--- src/rtl/ret_addr_stack_if.sv ---
// rtl/ret_addr_stack_if.sv - call/return port bundle between branch unit and return-address stack
interface ret_addr_stack_if #(
    parameter int DEPTH = 8,
    parameter int AW    = 32,
    parameter int PTRW  = $clog2(DEPTH)
);
    logic          push;
    logic [AW-1:0] push_addr;
    logic          pop;
    logic          flush;
    logic          clr_err;
    logic [AW-1:0] top_addr;
    logic [AW-1:0] pop_addr;
    logic          pop_valid;
    logic [PTRW:0] count;
    logic          empty;
    logic          full;
    logic          overflow;
    logic          underflow;

    modport master (
        output push, push_addr, pop, flush, clr_err,
        input  top_addr, pop_addr, pop_valid, count, empty, full, overflow, underflow
    );

    modport slave (
        input  push, push_addr, pop, flush, clr_err,
        output top_addr, pop_addr, pop_valid, count, empty, full, overflow, underflow
    );
endinterface

--- src/rtl/ret_addr_stack.sv ---
// rtl/ret_addr_stack.sv - circular return-address LIFO with saturating count and sticky error flags
module ret_addr_stack #(
    parameter int DEPTH = 8,
    parameter int AW    = 32,
    parameter int PTRW  = $clog2(DEPTH)
) (
    input  logic                  clk,
    input  logic                  rst,
    ret_addr_stack_if.slave       bus
);
    localparam logic [PTRW-1:0] TP_INIT = PTRW'(DEPTH - 1);
    localparam logic [PTRW:0]   CNT_MAX = (PTRW+1)'(DEPTH);

    logic [AW-1:0]   mem [DEPTH];
    logic [PTRW-1:0] tp;
    logic [PTRW:0]   cnt;
    logic [AW-1:0]   pop_addr_q;
    logic            pop_valid_q;
    logic            overflow_q;
    logic            underflow_q;

    logic            is_empty;
    logic            is_full;
    logic            mem_we;
    logic [PTRW-1:0] mem_waddr;

    assign is_empty = (cnt == '0);
    assign is_full  = (cnt == CNT_MAX);

    // Push+pop with data replaces the top in place; push+pop when empty bypasses storage.
    always_comb begin
        mem_we    = 1'b0;
        mem_waddr = tp + 1'b1;
        if (!bus.flush && bus.push) begin
            if (!bus.pop) begin
                mem_we = 1'b1;
            end else if (!is_empty) begin
                mem_we    = 1'b1;
                mem_waddr = tp;
            end
        end
    end

    always_ff @(posedge clk) begin
        if (!rst && mem_we) begin
            mem[mem_waddr] <= bus.push_addr;
        end
    end

    always_ff @(posedge clk or posedge rst) begin
        if (rst) begin
            tp          <= TP_INIT;
            cnt         <= '0;
            pop_addr_q  <= '0;
            pop_valid_q <= 1'b0;
            overflow_q  <= 1'b0;
            underflow_q <= 1'b0;
        end else begin
            pop_valid_q <= 1'b0;
            // Clear first so an error event in the same cycle re-sets the flag.
            if (bus.clr_err) begin
                overflow_q  <= 1'b0;
                underflow_q <= 1'b0;
            end
            if (bus.flush) begin
                cnt <= '0;
                tp  <= TP_INIT;
            end else if (bus.push && !bus.pop) begin
                tp <= tp + 1'b1;
                if (is_full) begin
                    overflow_q <= 1'b1;
                end else begin
                    cnt <= cnt + 1'b1;
                end
            end else if (!bus.push && bus.pop) begin
                if (!is_empty) begin
                    pop_addr_q  <= mem[tp];
                    pop_valid_q <= 1'b1;
                    tp          <= tp - 1'b1;
                    cnt         <= cnt - 1'b1;
                end else begin
                    underflow_q <= 1'b1;
                end
            end else if (bus.push && bus.pop) begin
                pop_addr_q  <= is_empty ? bus.push_addr : mem[tp];
                pop_valid_q <= 1'b1;
            end
        end
    end

    assign bus.top_addr  = is_empty ? '0 : mem[tp];
    assign bus.pop_addr  = pop_addr_q;
    assign bus.pop_valid = pop_valid_q;
    assign bus.count     = cnt;
    assign bus.empty     = is_empty;
    assign bus.full      = is_full;
    assign bus.overflow  = overflow_q;
    assign bus.underflow = underflow_q;
endmodule
--- src/flat_wrapper.sv ---
// flat-port wrapper written by rule: the top's interface ports become plain ports
module ret_addr_stack_flat 
#(
    parameter int DEPTH = 8,
    parameter int AW    = 32,
    parameter int PTRW  = $clog2(DEPTH)
)
  (clk, rst, bus_push, bus_push_addr, bus_pop, bus_flush, bus_clr_err, bus_top_addr, bus_pop_addr, bus_pop_valid, bus_count, bus_empty, bus_full, bus_overflow, bus_underflow);
  ret_addr_stack_if #(.DEPTH(DEPTH), .AW(AW), .PTRW(PTRW)) bus_i ();
  input  logic clk;
  input  logic rst;
  input wire logic [$bits(bus_i.push)-1:0] bus_push;
  input wire logic [$bits(bus_i.push_addr)-1:0] bus_push_addr;
  input wire logic [$bits(bus_i.pop)-1:0] bus_pop;
  input wire logic [$bits(bus_i.flush)-1:0] bus_flush;
  input wire logic [$bits(bus_i.clr_err)-1:0] bus_clr_err;
  output wire logic [$bits(bus_i.top_addr)-1:0] bus_top_addr;
  output wire logic [$bits(bus_i.pop_addr)-1:0] bus_pop_addr;
  output wire logic [$bits(bus_i.pop_valid)-1:0] bus_pop_valid;
  output wire logic [$bits(bus_i.count)-1:0] bus_count;
  output wire logic [$bits(bus_i.empty)-1:0] bus_empty;
  output wire logic [$bits(bus_i.full)-1:0] bus_full;
  output wire logic [$bits(bus_i.overflow)-1:0] bus_overflow;
  output wire logic [$bits(bus_i.underflow)-1:0] bus_underflow;
  assign bus_i.push = bus_push;
  assign bus_i.push_addr = bus_push_addr;
  assign bus_i.pop = bus_pop;
  assign bus_i.flush = bus_flush;
  assign bus_i.clr_err = bus_clr_err;
  assign bus_top_addr = bus_i.top_addr;
  assign bus_pop_addr = bus_i.pop_addr;
  assign bus_pop_valid = bus_i.pop_valid;
  assign bus_count = bus_i.count;
  assign bus_empty = bus_i.empty;
  assign bus_full = bus_i.full;
  assign bus_overflow = bus_i.overflow;
  assign bus_underflow = bus_i.underflow;
  ret_addr_stack #(.DEPTH(DEPTH), .AW(AW), .PTRW(PTRW)) u_core (.clk(clk), .rst(rst), .bus(bus_i));
endmodule
--- config.mk ---
export PLATFORM = sky130hd
export DESIGN_NAME = ret_addr_stack_flat
export DESIGN_NICKNAME = d
export VERILOG_FILES = /design/src/rtl/ret_addr_stack_if.sv /design/src/rtl/ret_addr_stack.sv /design/src/flat_wrapper.sv
export SDC_FILE = /design/constraint.sdc
export NUM_CORES = 1
export LEC_CHECK = 0
export BUFFER_PORTS_ARGS = -buffer_cell sky130_fd_sc_hd__buf_2
export CORE_UTILIZATION = 55
export CTS_CLUSTER_SIZE = 40
export DETAILED_ROUTE_END_ITERATION = 12
export HOLD_SLACK_MARGIN = 0.15
export PLACE_DENSITY_LB_ADDON = 0.25
export SLEW_MARGIN = 40
export SYNTH_ARGS = -nofsm -noshare
export SYNTH_HDL_FRONTEND = slang
export SYNTH_SLANG_ARGS = --single-unit
--- constraint.sdc ---
create_clock -name clk -period 12.7 [get_ports clk]
set_input_delay 1.905 -clock clk [delete_from_list [all_inputs] [get_ports clk]]
set_output_delay 1.905 -clock clk [all_outputs]
set_load 0.02 [all_outputs]
Word level (Yosys, flattened, before mapping)
Memory sizes are Yosys's and may differ from the RTL's.
Index checks and enable logic that the tools add are counted.
- register bits after elaboration: 42
- RAM bits: 256
- output and inout bits: 73
- logic and storage cells: 67
- memories kept: 1
- memories (memory ; words ; width ; rd ports ; clocked after memory_dff ; write ports ; RTL line ; source):
    u_core.mem ; 8 ; 32 ; 1 ; 0 ; 1 ; ret_addr_stack.sv:14 ; logic [AW-1:0] mem [DEPTH];
- add/sub/neg operators: 4
- equal/unequal tests: 4
- multiplexer cells: 35
- bitwise gates (word level): 2
- reductions and logical operators: 15
- operator list (kind ; count):
    2-to-1 mux 32 bit ; 5
    2-to-1 mux 3 bit ; 7
    2-to-1 mux 4 bit ; 5
    2-to-1 mux 1 bit ; 18
    inequality test 3 bit, second input constant ; 2
    logical AND 1 bit ; 5
    adder 4 x 1 -> 4 bit, second input constant ; 1
    == test 4 bit, second input constant ; 1
    logical NOT 1 bit ; 4
    logical NOT 4 bit ; 1
    AND reduction 4 bit ; 1
    subtractor 4 x 1 -> 4 bit, second input constant ; 1
    adder 3 x 1 -> 3 bit, second input constant ; 1
    AND reduction 3 bit ; 1
    nonzero test 3 bit ; 1
    subtractor 3 x 1 -> 3 bit, second input constant ; 1
    inequality test 2 bit, second input constant ; 1
    NOT 1 bit ; 2
    AND reduction 2 bit ; 1
    nonzero test 2 bit ; 1

Logic depth before layout (Yosys ltp)
- word-level depth: 7
- depth in mapped cells: 9
- depth with buffers taken out: 7

Worst setup path after synthesis
OpenSTA, ideal clock, no wires.
- path type: input to register
- start point: input bus_push
- end point: memory u_core.mem[4][0] (enable)
- setup time: 0.461 ns
- arrival: 4.998 ns
- data required time: 12.239 ns
- setup slack: 7.241 ns
- cell stages on the path: 4
- cells stage by stage: clkbuf_1 -> and3_4 -> mux2_4 -> nor3_1
- cells in the longest elaborated chain, start to end: 5
- elaborated cells on any way between the ends: 6
- classes of those cells: 4 x mux; 2 x reduce/logical
- RTL lines (what ; RTL line ; source):
    start: declaration ; flat_wrapper.sv:12 ; input wire logic [$bits(bus_i.push)-1:0] bus_push;
    logical AND 1 bit (*) ; ret_addr_stack.sv:34 ; if (!bus.flush && bus.push) begin
    2-to-1 mux 1 bit ; ret_addr_stack.sv:34 ;
    logical AND 1 bit ; ret_addr_stack.sv:45 ; if (!rst && mem_we) begin
    2-to-1 mux 1 bit ; ret_addr_stack.sv:45 ;
    2-to-1 mux 1 bit (implied by the code) ; ret_addr_stack.sv:46 ; mem[mem_waddr] <= bus.push_addr;
    end: declaration ; ret_addr_stack.sv:14 ;
Every way passes the cells marked *; elsewhere a longest branch is shown, timed or not.

Worst setup path after layout
- start point: register u_core.tp[1]
- end point: output bus_top_addr[31]
- cells in the longest elaborated chain, start to end: 2
- RTL lines (what ; RTL line ; source):
    start: declaration ; ret_addr_stack.sv:15 ; logic [PTRW-1:0] tp;
    start signal: assignment ; ret_addr_stack.sv:69 ; tp <= tp + 1'b1;
    start signal: assignment ; ret_addr_stack.sv:79 ; tp <= tp - 1'b1;
    memory read (8 x 32 bit) ; n/a ;
    2-to-1 mux 32 bit ; ret_addr_stack.sv:91 ; assign bus.top_addr = is_empty ? '0 : mem[tp];
    end: declaration ; flat_wrapper.sv:17 ; output wire logic [$bits(bus_i.top_addr)-1:0] bus_top_addr;
No other way between the ends.

==> qor.csv <==
stage,metric,value,unit
power,combinational power share,24.0,%
sta,Final Hold Vio Count,0,
run_status,outcome,finished clean,
logic_synthesis,"count leader, synth",edfxtp_1,
sta,Worst Skew,0.0176,ns
sta,f_max,191,MHz
logic_synthesis,"Seq/Total Area, Yosys",73.4,%
sta,final slew viol count,0,
logic_synthesis,Syn Nets,710,
power,total internal power,1.93,mW
critical_path,crit start category,flop,
power,Power per Cell Area,201,nW/um^2
power,Net Sw Frac,30.7,%
logic_synthesis,Compound-Gate Fraction of Synth Area,5.43,%
route,routed wire length,25500,um
die,core area,21200,um^2
power,Psw,0.856,mW
die,Initial Util,56.3,%
route,1st-iter DRT viols,515,
clock_network,"Clk pin slew, worst setup/hold paths",0.06,ns
sta,slack of the critical path,7.47,ns
route,via count,6530,
grt,largest net degree at the start of global routing,65,
logic_synthesis,largest family of logic cells by synthesized area,multiplexers,
clock_network,CTS resizes,0,
logic_synthesis,"Top FF cell, synth",edfxtp_1,
logic_synthesis,syn_area_per_cell,17.8,um^2
logic_synthesis,fraction of registers with async set/reset,14.1,%
sta,period utilisation layout,41.2,%
layout,post-route cell area,13900,um^2
placement,cell area after placement,12800,um^2
power,Reg power frac,43.1,%
die,IO Pins,111,
die,die width,149,um
clock_network,Post-CTS Hold Fix Bufs,0,
critical_path,CP max FO,38,
logic_synthesis,adder-cell share of the synthesized area,0.420,%
route,drt pass-1 iters,5,
logic_synthesis,xor/xnor cell area share of the yosys netlist,0.588,%
layout,antenna cell count,0,
critical_path,Setup crit end kind,primary output,
layout,layout overhead on the synthesized area,16.5,%
critical_path,crit path cell chain,buf_4 > mux4_2 > mux2i_1 > nor2_1 > buf_2,
sta,final setup fails,0,
route,DR vias/cell,6.02,
placement,Placer Congestion,0.774,
die,row count,53,
grt,GR Overflow Total,0,
die,full die area,22200,um^2
power,peak supply drop,0.000139,V
critical_path,Crit Path Category,flop to primary output,
placement,Port Buffers,110,
clock_network,Clock Tree Buf Depth,3,
critical_path,CP required,10.80,ns
sta,Slew headroom,47.3,%
sta,Worst-Margin Slew,0.786,ns
layout,fraction of layout cells with a size suffix above 1,32.3,%
placement,dpl hpwl,14600,um
route,Post-route DRC,0,
clock_network,Worst-Skew Late Latency,0.55,ns
grt,first-pass GRT wire length,39400,um
power,clock share of power,32.8,%
worst_hold_path,Hold/Removal Path Class,flop to flop,
grt,initial antenna violation count,1,
logic_synthesis,largest area contributor in the synthesized netlist,edfxtp_1,
layout,Total Nets Final,828,
layout,post-layout util,65.6,%
logic_synthesis,Yosys reg bits,298,
logic_synthesis,largest cells by area after synthesis,"edfxtp_1 (65%), mux4_2 (12%), dfrtp_1 (8.2%), o21ai_0 (1.9%), mux2i_1 (1.7%)",
logic_synthesis,Yosys Warn Count,0,
route,ANT nets after route,0,
logic_synthesis,post-synthesis mux area share,13.9,%
logic_synthesis,synth cell count leaders,"edfxtp_1 (256), mux4_2 (64), nand2_1 (48), o21ai_0 (45), dfrtp_1 (39)",
sta,Tmin final,5.23,ns
clock_network,postcts setup bufs,0,
logic_synthesis,"area fraction in and, or, nand and nor cells after synthesis",4.42,%
clock_network,TritonCTS Buffers,30,
critical_path,WP buf/inv,2,
logic_synthesis,Netlist Area Pre-Place,11900,um^2
clock_network,Sink Count,298,
placement,pre-CTS WS,7.96,ns
die,Die Y,149,um
critical_path,CP arrival,3.33,ns
logic_synthesis,Netlist cell types,43,
critical_path,CP top delay family,flip-flops,
clock_network,# H-tree levels,1,
flow_run,MaxCap Viol Count,0,
logic_synthesis,Cells after Synth,668,
grt,Tot GR Track Use,23.9,%
route,Routed WL per cell,23.5,um
critical_path,Critical Path Slowest Stage Cell,dfstp_4,
sta,RSZ-0062 raised after global routing,false,
grt,vias in the first global route,6561,
clock_network,root buffer cell,clkbuf_16,
critical_path,CP peak stage delay,1.00,ns
sta,post-route setup TNS,0,ns
logic_synthesis,post-synth top area share,64.5,%
logic_synthesis,"EDFF count, synth",256,
clock_network,CTS tree,built,
power,Static Leak,5.12,nW
==> per-stage QoR <==
stage | power [mW] | instances | hold slack (ns)
global route | 2.89 | 1085 | 0.494
floorplan | 1.66 | 668 | 0.590
CTS | 2.80 | 1085 | 0.474
detailed placement | 1.89 | 1029 | 0.460
finish | 2.78 | 1085 | 0.470
global placement | 1.86 | 1026 | 0.452
==> layer usage <==
layer / vias to the layer above / global-route usage, % / wire, um
met5: - / 0 / 13
met4: 2 / 6.58 / 463
met3: 45 / 4.16 / 1620
met2: 248 / 38.3 / 12700
met1: 3373 / 34.4 / 10700
li1: 2862 / - / -
==> flip-flops by register name, indices dropped and copies added (netlist names) <==
signal                cells
u_core.mem              256
u_core.tp                 3
u_core.bus.overflow       1
u_core.bus.underflow      1
u_core.bus.pop_addr      32
u_core.bus.count          4
u_core.bus.pop_valid      1
==> final cells by class <==
type	count	area, um^2
flip-flops and latches	298	8750
fillers	1427	7280
multi-input cells	321	3000
clock buffers	35	801
repair buffers	126	698
well taps	275	344
clock inverters	21	236
inverters	9	43.8
==> cell usage in the layout, fill, tap and decap left out, drive strengths merged, types with 2 or more instances in the layout <==
master,n
a21o,17
a21oi,34
and3,15
buf,126
bufinv,5
clkbuf,35
clkinv,14
clkinvlp,2
dfrtp,39
dfstp,3
edfxtp,256
ha,4
inv,9
mux2i,20
mux4,64
nand2,49
nand2b,5
nand3,2
nor2,28
nor3,9
o21ai,53
xnor2,4
xor2,4
==> path summary, 6_finish.rpt <==
path,from,end,slack (ns),depth (start not counted)
min in group asynchronous,rst,u_core.bus.count[2]$_DFFE_PP0P_,1.48,2
worst max register to register,u_core.tp[1]$_DFFE_PP1P_,u_core.mem[1][31]$_DFFE_PP_,8.59,6
worst min register to register,u_core.bus.pop_addr[7]$_DFFE_PP0P_,u_core.bus.pop_addr[7]$_DFFE_PP0P_,0.47,1
worst max-delay path,u_core.tp[1]$_DFFE_PP1P_,bus_top_addr[31],7.47,5
max in group asynchronous,rst,u_core.bus.pop_addr[4]$_DFFE_PP0P_,10.78,2
worst min-delay path,u_core.bus.pop_addr[7]$_DFFE_PP0P_,u_core.bus.pop_addr[7]$_DFFE_PP0P_,0.47,1
==> cell families (layout without fill, tap and decap cells) <==
| logic type | after synthesis | in the layout |
|---|---|---|
| xor+xnor | 8 | 8 |
| mux | 85 | 85 |
| fa+ha+maj | 4 | 4 |
| simple gates | 112 | 112 |
| flops | 298 | 298 |
| buf+inv | 49 | 191 |
| compound gates | 112 | 112 |
==> power groups by stage <==
stage / Sequential [mW] / Clock (mW) / Combinational, mW
final: 1.20 / 0.914 / 0.669
after global placement: 1.23 / 0 / 0.638
after CTS: 1.20 / 0.926 / 0.669
after floorplan: 1.26 / 0 / 0.397
after global routing: 1.21 / 0.965 / 0.718
after detailed placement: 1.22 / 0 / 0.665
Note: power is estimated with default switching activity, not from simulation.
